==> config.mk <==
export PLATFORM = sky130hd
export DESIGN_NAME = result_seg7_display
export DESIGN_NICKNAME = d
export VERILOG_FILES = /design/src/rtl/result_seg7_display_pkg.sv /design/src/rtl/result_seg7_display_decoder.sv /design/src/rtl/result_seg7_display.sv
export SDC_FILE = /design/constraint.sdc
export NUM_CORES = 1
export LEC_CHECK = 0
export CAP_MARGIN = 20
export CORE_ASPECT_RATIO = 1.75
export CORE_MARGIN = 2
export CORE_UTILIZATION = 58
export CTS_CLUSTER_DIAMETER = 120
export CTS_CLUSTER_SIZE = 16
export DETAILED_ROUTE_END_ITERATION = 12
export GPL_TIMING_DRIVEN = 0
export PLACE_DENSITY = 0.9
export SYNTH_ARGS = -nofsm -noshare
export SYNTH_HDL_FRONTEND = slang
export SYNTH_SLANG_ARGS = --single-unit
export TNS_END_PERCENT = 100
==> constraint.sdc <==
create_clock -name clk -period 3.3 [get_ports clk]
set_input_delay 0.825 -clock clk [delete_from_list [all_inputs] [get_ports clk]]
set_output_delay 0.825 -clock clk [all_outputs]
set_load 0.02 [all_outputs]
==> src/rtl/result_seg7_display_pkg.sv <==
// result_seg7_display_pkg
//   Shared definitions for the result 7-segment display stage: FSM state
//   encodings, the blank segment pattern, the 16-entry hex glyph table
//   (active-low, bit order {g,f,e,d,c,b,a}), and the shift-add-3 digit
//   correction helper.
package result_seg7_display_pkg;

    typedef enum logic [1:0] {
        S_IDLE  = 2'd0,
        S_SHIFT = 2'd1,
        S_DONE  = 2'd2
    } state_t;

    localparam logic [6:0] SEG_BLANK = 7'h7F;

    localparam logic [6:0] SEG_0 = 7'h40;
    localparam logic [6:0] SEG_1 = 7'h79;
    localparam logic [6:0] SEG_2 = 7'h24;
    localparam logic [6:0] SEG_3 = 7'h30;
    localparam logic [6:0] SEG_4 = 7'h19;
    localparam logic [6:0] SEG_5 = 7'h12;
    localparam logic [6:0] SEG_6 = 7'h02;
    localparam logic [6:0] SEG_7 = 7'h78;
    localparam logic [6:0] SEG_8 = 7'h00;
    localparam logic [6:0] SEG_9 = 7'h10;
    localparam logic [6:0] SEG_A = 7'h08;
    localparam logic [6:0] SEG_B = 7'h03;
    localparam logic [6:0] SEG_C = 7'h46;
    localparam logic [6:0] SEG_D = 7'h21;
    localparam logic [6:0] SEG_E = 7'h06;
    localparam logic [6:0] SEG_F = 7'h0E;

    function automatic logic [6:0] seg_pattern(input logic [3:0] nib);
        logic [6:0] p;
        p = SEG_BLANK;
        case (nib)
            4'h0: p = SEG_0;
            4'h1: p = SEG_1;
            4'h2: p = SEG_2;
            4'h3: p = SEG_3;
            4'h4: p = SEG_4;
            4'h5: p = SEG_5;
            4'h6: p = SEG_6;
            4'h7: p = SEG_7;
            4'h8: p = SEG_8;
            4'h9: p = SEG_9;
            4'hA: p = SEG_A;
            4'hB: p = SEG_B;
            4'hC: p = SEG_C;
            4'hD: p = SEG_D;
            4'hE: p = SEG_E;
            4'hF: p = SEG_F;
            default: p = SEG_BLANK;
        endcase
        return p;
    endfunction

    // A BCD digit of 5 or more would overflow past 9 when doubled by the
    // next shift, so it is pre-corrected by +3.
    function automatic logic [3:0] bcd_adjust(input logic [3:0] nib);
        return (nib >= 4'd5) ? (nib + 4'd3) : nib;
    endfunction

endpackage

==> src/rtl/result_seg7_display_decoder.sv <==
// result_seg7_display_decoder
//   Combinational nibble to 7-segment glyph decoder.
//   Ports:
//     nibble  in   4   digit value 0-F
//     blank   in   1   force all segments off
//     seg     out  7   segments {g,f,e,d,c,b,a}, active-low
module result_seg7_display_decoder
    import result_seg7_display_pkg::*;
(
    input  logic [3:0] nibble,
    input  logic       blank,
    output logic [6:0] seg
);

    assign seg = blank ? SEG_BLANK : seg_pattern(nibble);

endmodule

==> src/rtl/result_seg7_display.sv <==
// result_seg7_display
//   Output stage for the core's result port. Watches data_in for changes,
//   converts the value to BCD with a sequential shift-add-3 engine and drives
//   a multiplexed DIGITS-digit 7-segment display with leading-zero blanking.
//
//   Build option: define HEX_DISPLAY_EN to add the hex_sel input, which
//   bypasses the BCD engine and shows the raw value as hex digits.
//
//   Ports:
//     clk      in   1          system clock, rising edge
//     rst      in   1          asynchronous reset, active-low
//     data_in  in   DATA_W     result value from core (no strobe)
//     hex_sel  in   1          hex display mode (HEX_DISPLAY_EN only)
//     busy     out  1          conversion in progress
//     bcd_out  out  4*DIGITS   last completed conversion
//     an       out  DIGITS     digit enables, active-low, one-hot-zero
//     seg      out  7          segments {g,f,e,d,c,b,a}, active-low
//     dp       out  1          decimal point, always off
//
//   state   | meaning
//   --------+-----------------------------------------------------------
//   S_IDLE  | waiting for data_in (or mode) to differ from last capture
//   S_SHIFT | shift-add-3, one input bit per clock, DATA_W clocks
//   S_DONE  | publish accumulator to bcd_out, drop busy
module result_seg7_display
    import result_seg7_display_pkg::*;
#(
    parameter int DATA_W      = 10,
    parameter int DIGITS      = 4,
    parameter int REFRESH_DIV = 100000
) (
    input  logic                  clk,
    input  logic                  rst,
    input  logic [DATA_W-1:0]     data_in,
`ifdef HEX_DISPLAY_EN
    input  logic                  hex_sel,
`endif
    output logic                  busy,
    output logic [4*DIGITS-1:0]   bcd_out,
    output logic [DIGITS-1:0]     an,
    output logic [6:0]            seg,
    output logic                  dp
);

    localparam int BCD_W  = 4 * DIGITS;
    localparam int ITER_W = (DATA_W > 1) ? $clog2(DATA_W) : 1;
    localparam int IDX_W  = (DIGITS > 1) ? $clog2(DIGITS) : 1;
    localparam int CNT_W  = $clog2(REFRESH_DIV);

    state_t              state_q, state_d;
    logic [DATA_W-1:0]   last_val;
    logic                last_mode;
    logic [DATA_W-1:0]   shreg;
    logic [BCD_W-1:0]    accum;
    logic [BCD_W-1:0]    accum_adj;
    logic [ITER_W-1:0]   iter;
    logic                mode_in;
    logic                trigger;
    logic                capture;
    logic                shift_en;
    logic                finish;

`ifdef HEX_DISPLAY_EN
    assign mode_in = hex_sel;
`else
    assign mode_in = 1'b0;
`endif

    // The mode bit is part of the compare so a mode toggle alone redraws.
    assign trigger = (data_in != last_val) || (mode_in != last_mode);

    always_ff @(posedge clk or negedge rst) begin
        if (!rst) state_q <= S_IDLE;
        else      state_q <= state_d;
    end

    always_comb begin
        state_d  = state_q;
        capture  = 1'b0;
        shift_en = 1'b0;
        finish   = 1'b0;
        case (state_q)
            S_IDLE: begin
                if (trigger) begin
                    capture = 1'b1;
                    state_d = mode_in ? S_DONE : S_SHIFT;
                end
            end
            S_SHIFT: begin
                shift_en = 1'b1;
                if (iter == ITER_W'(DATA_W - 1)) state_d = S_DONE;
            end
            S_DONE: begin
                finish  = 1'b1;
                state_d = S_IDLE;
            end
            default: state_d = S_IDLE;
        endcase
    end

    always_comb begin
        accum_adj = accum;
        for (int k = 0; k < DIGITS; k++) begin
            accum_adj[4*k +: 4] = bcd_adjust(accum[4*k +: 4]);
        end
    end

    always_ff @(posedge clk or negedge rst) begin
        if (!rst) begin
            last_val  <= '0;
            last_mode <= 1'b0;
            shreg     <= '0;
            accum     <= '0;
            iter      <= '0;
            busy      <= 1'b0;
            bcd_out   <= '0;
        end else begin
            if (capture) begin
                last_val  <= data_in;
                last_mode <= mode_in;
                shreg     <= data_in;
                // Hex mode loads the raw value and skips the shift phase.
                accum     <= mode_in ? BCD_W'(data_in) : '0;
                iter      <= '0;
                busy      <= 1'b1;
            end else if (shift_en) begin
                {accum, shreg} <= {accum_adj, shreg} << 1;
                iter           <= iter + ITER_W'(1);
            end else if (finish) begin
                bcd_out <= accum;
                busy    <= 1'b0;
            end
        end
    end

    // Display refresh: blanking is derived from the published value so the
    // display never shows a half-converted accumulator.
    logic [CNT_W-1:0]  cnt;
    logic [IDX_W-1:0]  idx, idx_next;
    logic              wrap;
    logic [DIGITS-1:0] blank_v;
    logic              nz_above;
    logic [3:0]        nib_sel;
    logic [6:0]        seg_next;

    always_comb begin
        blank_v  = '0;
        nz_above = 1'b0;
        for (int k = DIGITS - 1; k >= 1; k--) begin
            nz_above   = nz_above | (bcd_out[4*k +: 4] != 4'd0);
            blank_v[k] = ~nz_above;
        end
    end

    assign wrap     = (cnt == CNT_W'(REFRESH_DIV - 1));
    assign idx_next = (idx == IDX_W'(DIGITS - 1)) ? '0 : idx + IDX_W'(1);
    assign nib_sel  = bcd_out[idx_next*4 +: 4];

    result_seg7_display_decoder u_decoder (
        .nibble (nib_sel),
        .blank  (blank_v[idx_next]),
        .seg    (seg_next)
    );

    always_ff @(posedge clk or negedge rst) begin
        if (!rst) begin
            cnt <= '0;
            idx <= '0;
            an  <= {{(DIGITS-1){1'b1}}, 1'b0};
            seg <= SEG_0;
        end else if (wrap) begin
            cnt <= '0;
            idx <= idx_next;
            an  <= ~(DIGITS'(1) << idx_next);
            seg <= seg_next;
        end else begin
            cnt <= cnt + CNT_W'(1);
        end
    end

    assign dp = 1'b1;

endmodule
==> impl_results.md <==
* Sequential Power Share at between 40% and 50%
* Top cells by count, synth: dfrtp_1 (85), nand2_1 (60), nor2_1 (26), ha_1 (22), mux2_2 (22)
* CTS tree: done
* Place WS at 0.449 ns
* Layout cells sized above 1 at 12.3%
* ANT cells at 0
* Initial DRC Count at roughly 240
* Hold Slack at slightly below 0.4 ns
* Row cnt at 42
* Syn Nets at 464
* Final Hold Fails at 0
* Sw Pwr at roughly 1.5 mW
* Worst slew pin tran at about 0.52 ns
* Via/cell ratio at 5.98
* VDD IR max at 0.000523 V
* Required @ worst endpoint at 3.52 ns
* H-tree depth at 3
* Post-synth EDFFs at 0
* Final nets at 515
* GRT Residual Overflow at 0
* Clock sink count at 89
* Sum Neg Setup Slack at 0 ns
* Max clock buf depth at 2
* Critical path class: input pin to flop
* Status: complete, no violations
* Syn_area_per_cell at 10.6 sq um
* Synth Cell Area at 4570 sq um
* Global-route wire length before repair at 16300 um
* Sequential share of the synthesized area at 48.8%
* Leakage power at 2.50 nW
* Synth Instances at 430
* FF-to-FF Start: idx[0]$_DFFE_PN0N_
* Post-CTS Hold Fix Bufs at 0
* Root Driver: clkbuf_16
* Post-Layout Cell Count at roughly 570
* Synth Warn # at 0
* Finished Cell Area at 5370 sq um
* Period minus WS final at 2.57 ns
* DR pass1 iterations at 5
* RSZ-0062 raised after global routing: no
* Drt wl/cell at 17.0 um
* Setup Buffers After CTS at 0
* Slew HR at 65.6%
* Final GP Congestion at 0.958
* Final Util at around 70%
* Pins Over Slew Limit at 0
* Switching share of power at 36.4%
* Post-synthesis register bit count at 89
* Worst reg2reg setup slack at 0.77 ns
* Resized cells post-CTS at 0
* Synthesis-to-finish area growth at 17.5%
* Worst-Skew Late Latency at roughly 0.34 ns
* I/O pins at around 40
* Placed cells at roughly 560
* Antenna violations before repair at 0
* Internal power at 2.59 mW
* Die footprint at about 8600 sq um
* Fraction of registers with async set/reset at 100%
* Count of different cell masters after synthesis at 46
* Crit end category: flop
* Largest net degree at the start of global routing at 64
* Worst endpoint data arrival time at 2.79 ns
* Die span in y at 121 um
* Pwr Density at 757 nW/um^2
* Area leader, netlist: dfrtp_1
* Commonest register cell after synthesis: dfrtp_1
* Top cells by area, synth: dfrtp_1 (47%), ha_1 (6.0%), mux2_2 (5.4%)
* R2R Path End: seg[4]$_DFFE_PN0N_
* Final wirelength at 9750 um
* Clock slew at reported path FFs at 0.06 ns
* DIE WIDTH at 71.1 um
* Maximum clock rate at 0.389 GHz
* Power share of the clock group at a little under a quarter
* Clk_skew at 0.00930 ns
* DP Area at 5100 sq um
* DRC viols at 0
* Comb pwr share at between 30% and 40%
* DPL Wire Length at 7060 um
* # setup viols final at 0
* Min-Delay Path Class: input pin to async pin
* Most common cell in the netlist: dfrtp_1
* Number of global-route vias before repair at 3582
* Tot GR Track Use at 24.3%
* Slack of the critical path at 0.732 ns
* Core Footprint at approximately 7600 sq um
* Yosys top cell area share at 46.5%
* IO Port Bufs at 39
* Routed vias at 3432
* Initial Utilization at 60.0%
* Overall Power at just over 4 mW
* Startpoint types: input pin
* Cts bufs inserted at 9
* Number of max-cap violations at 0
* Detail Route Antenna Nets at 0
* Number of cells on the worst reg-to-reg path at 8
* Tcrit/Tclk final at 77.8%
* Worst Path Max Fanout at 10
==> area by class of cell <==
cell class / count / area, sq um
clock inverter: 4 / 28.8
inverter: 18 / 67.6
clock buffer: 12 / 246
buffer: 20 / 105
tap: 88 / 110
sequential: 89 / 2230
fill: 531 / 2250
multi-input combinational: 303 / 2170
timing repair buffer: 40 / 415
==> how the worst max path moves through the flow <==
stage,slack [ns],end,startpoint,cells past startpoint
2_1_floorplan,1.0,seg[1]$_DFFE_PN0N_,idx[0]$_DFFE_PN0N_,9
3_3_place_gp,-1.63,last_val[3]$_DFFE_PN0P_,rst,1
3_5_place_dp,0.45,shreg[4]$_DFFE_PN0P_,data_in[8],7
4_1_cts,0.75,shreg[9]$_DFFE_PN0P_,data_in[8],7
5_1_grt,0.60,shreg[9]$_DFFE_PN0P_,data_in[8],7
6_report,0.73,shreg[9]$_DFFE_PN0P_,data_in[8],7
==> layer usage <==
layer / wire length [um] / up-vias / GRT usage (%) / share of wire, %
met1: 3750 / 1693 / 26.2 / 38
met4: 335 / 0 / 13.6 / 3.4
met2: 5320 / 105 / 43.2 / 55
li1: - / 1606 / - / -
met3: 351 / 28 / 5.40 / 3.6
met5: 0 / - / 0 / 0
==> registers in the layout, summed over array words and instances, names as in the netlist, 2 cells and up <==
name,count
idx,2
cnt,17
shreg,10
iter,4
bcd_out,16
an,4
state_q,2
accum,16
last_val,10
seg,7
==> power groups by stage <==
stage	clock network [mW]	logic (mW)	registers [mW]
2_1_floorplan	0	1.00	1.65
5_1_grt	1.00	1.62	1.69
3_5_place_dp	0	1.45	1.66
3_3_place_gp	0	1.37	1.64
6_report	0.945	1.47	1.65
4_1_cts	0.955	1.47	1.65
==> cells in the final DEF (no fill, tap or decap), types with 2 or more instances in the layout <==
master           netlist  final
a211o_1                5      5
a21o_1                 5      5
a21oi_1               11     11
a221o_1                5      5
a22o_1                 8      8
and2_1                 2      2
and3_1                12     12
buf_2                  6      6
buf_4                  2      3
buf_6                  2      2
clkbuf_1              10     12
clkbuf_16              0      9
clkdlybuf4s50_1        0     38
clkinvlp_4             0      2
dfrtp_1               85     85
dfstp_2                4      4
ha_1                  22     22
inv_1                 18     18
mux2_2                22     22
mux2i_1               10     10
mux4_2                 4      4
nand2_1               60     60
nand2b_1               6      6
nand3_1                8      8
nand4_1                5      5
nor2_1                26     26
nor3_1                 5      5
nor4_1                 3      3
o21ai_0               20     20
o22a_1                 3      3
o22ai_1               11     11
o32a_1                 2      2
xnor2_1               19     19
xor2_1                14     14
==> logic make-up (layout without fill, tap and decap cells) <==
kind of cell | count (synthesis) | in the layout | synth area share (%)
other cells | 1 | 1 | 0.0820
flops | 89 | 89 | 48.8
compound gates | 74 | 74 | 11.0
xor+xnor | 33 | 33 | 6.32
buf+inv | 38 | 94 | 3.78
mux | 36 | 36 | 9.58
simple gates | 137 | 137 | 14.4
fa+ha+maj | 22 | 22 | 6.02
==> worst max-delay path, stage by stage <==
cell	delay (ns)
clkdlybuf4s50_1	0.46
xnor2_1	0.24
nand4_1	0.17
nor4_4	0.43
buf_4	0.28
mux2i_1	0.10
a221o_1	0.27
(Power assumes the default switching activity.)
==> variant 1 (same flow settings) <==
Set the parameter `DIGITS` to 16 (it was 4). Comments in the files are not updated.
--- a/src/rtl/result_seg7_display.sv
+++ b/src/rtl/result_seg7_display.sv
@@ -28,3 +28,3 @@
     parameter int DATA_W      = 10,
-    parameter int DIGITS      = 4,
+    parameter int DIGITS      = 16,
     parameter int REFRESH_DIV = 100000
Interface: changed (resized an and bcd_out); port bits go from 41 to 101. The function was not compared with the original's and may differ.
==> variant 1 against the original RTL <==
  * The run now ends with negative setup slack left
  * Total power increased by 150%
  * Routed wire length increased to 3.1 times the old value
  * Synthesized cell count up 130%
  * Register-to-register slack lost 0.90 ns
  * Design area up 130%
  * Sequential cell count rose by 110
  * Worst setup slack worse by 0.86 ns
  * Synthesized area is 120% higher
  * Critical endpoint is now seg[3]$_DFFE_PN0N_
  * Largest power group is now combinational cells
  * Highest routed layer unchanged
==> variant 1: results <==
set metrics [dict create \
    status "finished with violations" \
    violations "negative setup slack" \
    holdWs_ns 0.341 \
    synth_cells 995 \
    vias 8723 \
    post_cts_buffers 6 \
    dr.pass1.iters 9 \
    nFillCells 1188 \
    numPortBuffers 99 \
    p_seq_mw 3.86 \
    synth-compound-area-share_pct 15.6 \
    ys_seq_area_share_pct 49.0 \
    cts.clk_slew.worst_paths_ns 0.08 \
    pwr-share-seq_pct 38.8 \
    cp.arrival_ns 3.82 \
    drive_above_1_share_pct 13.8 \
    syn_nets 1053 \
    cts-resized-gates 22 \
    worst_r2r_path_depth 17 \
    n_all_buffers 177 \
    grt_pass1_wl_um 47100 \
    p_leak_nw 5.23 \
    nets 1193 \
    clk_latency_ns 0.45 \
    cts_num_sinks 199 \
    dp_slack_ns -1.04 \
    first_iter_violations 862 \
    endpoint "seg[3]$_DFFE_PN0N_" \
    first_global_vias 8803 \
    setup_tns_ns -0.437 \
    power_frac_comb_pct 40.6 \
    largestRegisters "accum: 64 flops, bcd_out: 64 flops, cnt: 17 flops" \
    setup_viol 5 \
    layout.area.seq_um2 5000 \
    track_usage_pct 32.3 \
    synth.distinct_cells 63 \
    setup_ws_ns -0.133 \
    synthAdderAreaFrac_pct 5.64 \
    grt_util_met1_pct 34.4 \
    dpl.cell_count 1326 \
    area_share_nonclk_buffers_pct 12.2 \
    startpoint "idx[0]$_DFFE_PN0N_" \
    cp_slowest_cell "dfrtp_2" \
    clock_skew_ns 0.0118 \
    inv_count 42 \
    design.core.area_um2 17400 \
]
variant 1: changes by cell type after synthesis, sizes merged, moves of 24 or more:
cell,change
clkbuf,+25
nand2,+59
o21ai,+47
a21oi,+43
ha,+24
mux2,+26
dfrtp,+98
inv,+24
nor2,+30
variant 1: worst min path at each step:
stage | start | end | cells past startpoint
6_report | rst | accum[13]$_DFFE_PN0N_ | 1
2_1_floorplan | shreg[9]$_DFFE_PN0N_ | shreg[9]$_DFFE_PN0N_ | 2
3_3_place_gp | shreg[6]$_DFFE_PN0N_ | shreg[6]$_DFFE_PN0N_ | 2
3_5_place_dp | shreg[7]$_DFFE_PN0N_ | shreg[7]$_DFFE_PN0N_ | 2
5_1_grt | rst | accum[13]$_DFFE_PN0N_ | 1
4_1_cts | rst | accum[13]$_DFFE_PN0N_ | 1
variant 1: per-layer routing:
metal | share of wire (%) | vias up
li1 | - | 3835
met1 | 34 | 4252
met2 | 53 | 477
met3 | 5.7 | 159
met4 | 7.7 | 0
met5 | 0 | -
==> variant 2 (config.mk and constraints unchanged) <==
Made on the original files. The 3 states of `state_t` get a one-hot encoding in 3 bits.
--- a/src/rtl/result_seg7_display_pkg.sv
+++ b/src/rtl/result_seg7_display_pkg.sv
@@ -7,6 +7,6 @@
 
-    typedef enum logic [1:0] {
-        S_IDLE  = 2'd0,
-        S_SHIFT = 2'd1,
-        S_DONE  = 2'd2
+    typedef enum logic [2:0] {
+        S_IDLE  = 3'b001,
+        S_SHIFT = 3'b010,
+        S_DONE  = 3'b100
     } state_t;
Formal check against the unedited RTL: same outputs for any inputs over 10 cycles, from zero or initial values and one cycle with rst low; not proved beyond that.
==> variant 2 against the original RTL <==
  * Count of clock-buffer cells in the layout up 1
  * Design area down 0.58%
  * Total power decreased by 23%
  * Sequential cell count is 1 higher
  * Combinational power down 47%
  * Worst setup slack worse by 0.15 ns
  * Clock skew rose by 0.00090 ns
  * Routed wire length grew 0.51%
  * Synthesized area decreased by 0.47%
==> variant 2: results <==
set metrics [dict create \
    status "complete, no violations" \
    nets 518 \
    final_core_util_pct 70.6 \
    layout.area.seq_um2 2260 \
    reg2reg_slack_ns 0.58 \
    synth-compound-area-share_pct 10.4 \
    synth.area.top_cells "dfrtp_1 47%, ha_1 6.1%, mux2_2 5.4%" \
    fin_area_um2 5340 \
    postSynthAreaPerCell_um2 10.5 \
    grt_pass1_wl_um 16800 \
    track_usage_pct 25.2 \
    dr.pass1.iters 4 \
    peakVddDrop_mv 0.570 \
    grt_max_degree 47 \
    cp-start-kind "flip-flop" \
    path_delay_family "multiplexers" \
    worst_r2r_path_depth 10 \
    first_global_vias 3539 \
    drive_above_1_share_pct 11.5 \
    n_all_buffers 57 \
    internal_power_mw 2.14 \
    clock_skew_ns 0.0102 \
    first_iter_violations 239 \
    inv_count 24 \
    p_leak_nw 2.31 \
    wire_per_inst_um 17.0 \
    synth-xor-area-share_pct 6.74 \
    cp.arrival_ns 2.93 \
    ys_seq_elements 90 \
    placed_area_um2 5070 \
    synth.distinct_cells 48 \
    syn_nets 467 \
    ys_seq_area_share_pct 49.6 \
    synth_common_cells "85 x dfrtp_1, 48 x nand2_1, 34 x nor2_1" \
    wl_um 9800 \
    hpwl_um 7000 \
    cp_max_fo 8 \
    nFillCells 544 \
    area_share_nonclk_buffers_pct 9.30 \
    routabilityCongestion 0.931 \
    synthMuxAreaShare_pct 9.57 \
    synthAdderAreaFrac_pct 6.05 \
    endpoint "seg[5]$_DFFE_PN0N_" \
    dpl.cell_count 561 \
    fmax_mhz 368 \
    dp_slack_ns 0.494 \
    cp_slowest_cell "dfrtp_1" \
    multiInputGateArea_um2 2120 \
    clock_area_share_pct 4.97 \
    slew_headroom_pct 56.7 \
    rr_startpoint "idx[0]$_DFFE_PN0N_" \
    nClkBuffers 13 \
]
[variant 2: cell types whose count changed in the layout (fill, tap and decap cells not counted), sizes merged, moves of 5 or more]
cell / before / now
o22ai: 11 / 4
nand2: 60 / 48
a221o: 5 / 0
o21ai: 20 / 30
inv: 18 / 24
and3: 12 / 1
nor2: 27 / 35
a21oi: 11 / 17
a211o: 5 / 0
a22o: 8 / 3
[variant 2: how the worst min path moves through the flow]
stage	startpoint	end	slack, ns	cells past startpoint
after floorplan	shreg[9]$_DFFE_PN0P_	shreg[9]$_DFFE_PN0P_	0.45	1
after global placement	busy$_DFFE_PN0P_	busy$_DFFE_PN0P_	0.46	1
after global routing	shreg[9]$_DFFE_PN0P_	shreg[9]$_DFFE_PN0P_	0.50	1
after detailed placement	busy$_DFFE_PN0P_	busy$_DFFE_PN0P_	0.47	1
final	rst	cnt[0]$_DFF_PN0_	0.48	1
after CTS	shreg[9]$_DFFE_PN0P_	shreg[9]$_DFFE_PN0P_	0.48	1
[variant 2: power by group through the flow]
stage	logic (mW)	clock network [mW]	registers (mW)
global route	0.872	0.979	1.43
floorplan	0.571	0	1.39
global placement	0.743	0	1.41
CTS	0.790	0.943	1.40
detailed placement	0.782	0	1.42
finish	0.784	0.933	1.41
[variant 2: worst register-to-register path: stages (launching register included)]
cell,delay (ns)
dfrtp_1,0.46
inv_1,0.13
ha_1,0.29
clkbuf_1,0.34
mux2i_1,0.27
mux2_2,0.25
inv_1,0.10
ha_1,0.26
mux2_2,0.30
nand2_1,0.09
a41oi_2,0.11
[variant 2: metal layers]
metal / vias up / wire length (um) / global-route usage [%]
li1: 1595 / - / -
met1: 1677 / 3630 / 28.0
met2: 136 / 5400 / 45.4
met3: 24 / 475 / 4.07
met4: 0 / 297 / 13.0
met5: - / 0 / 0
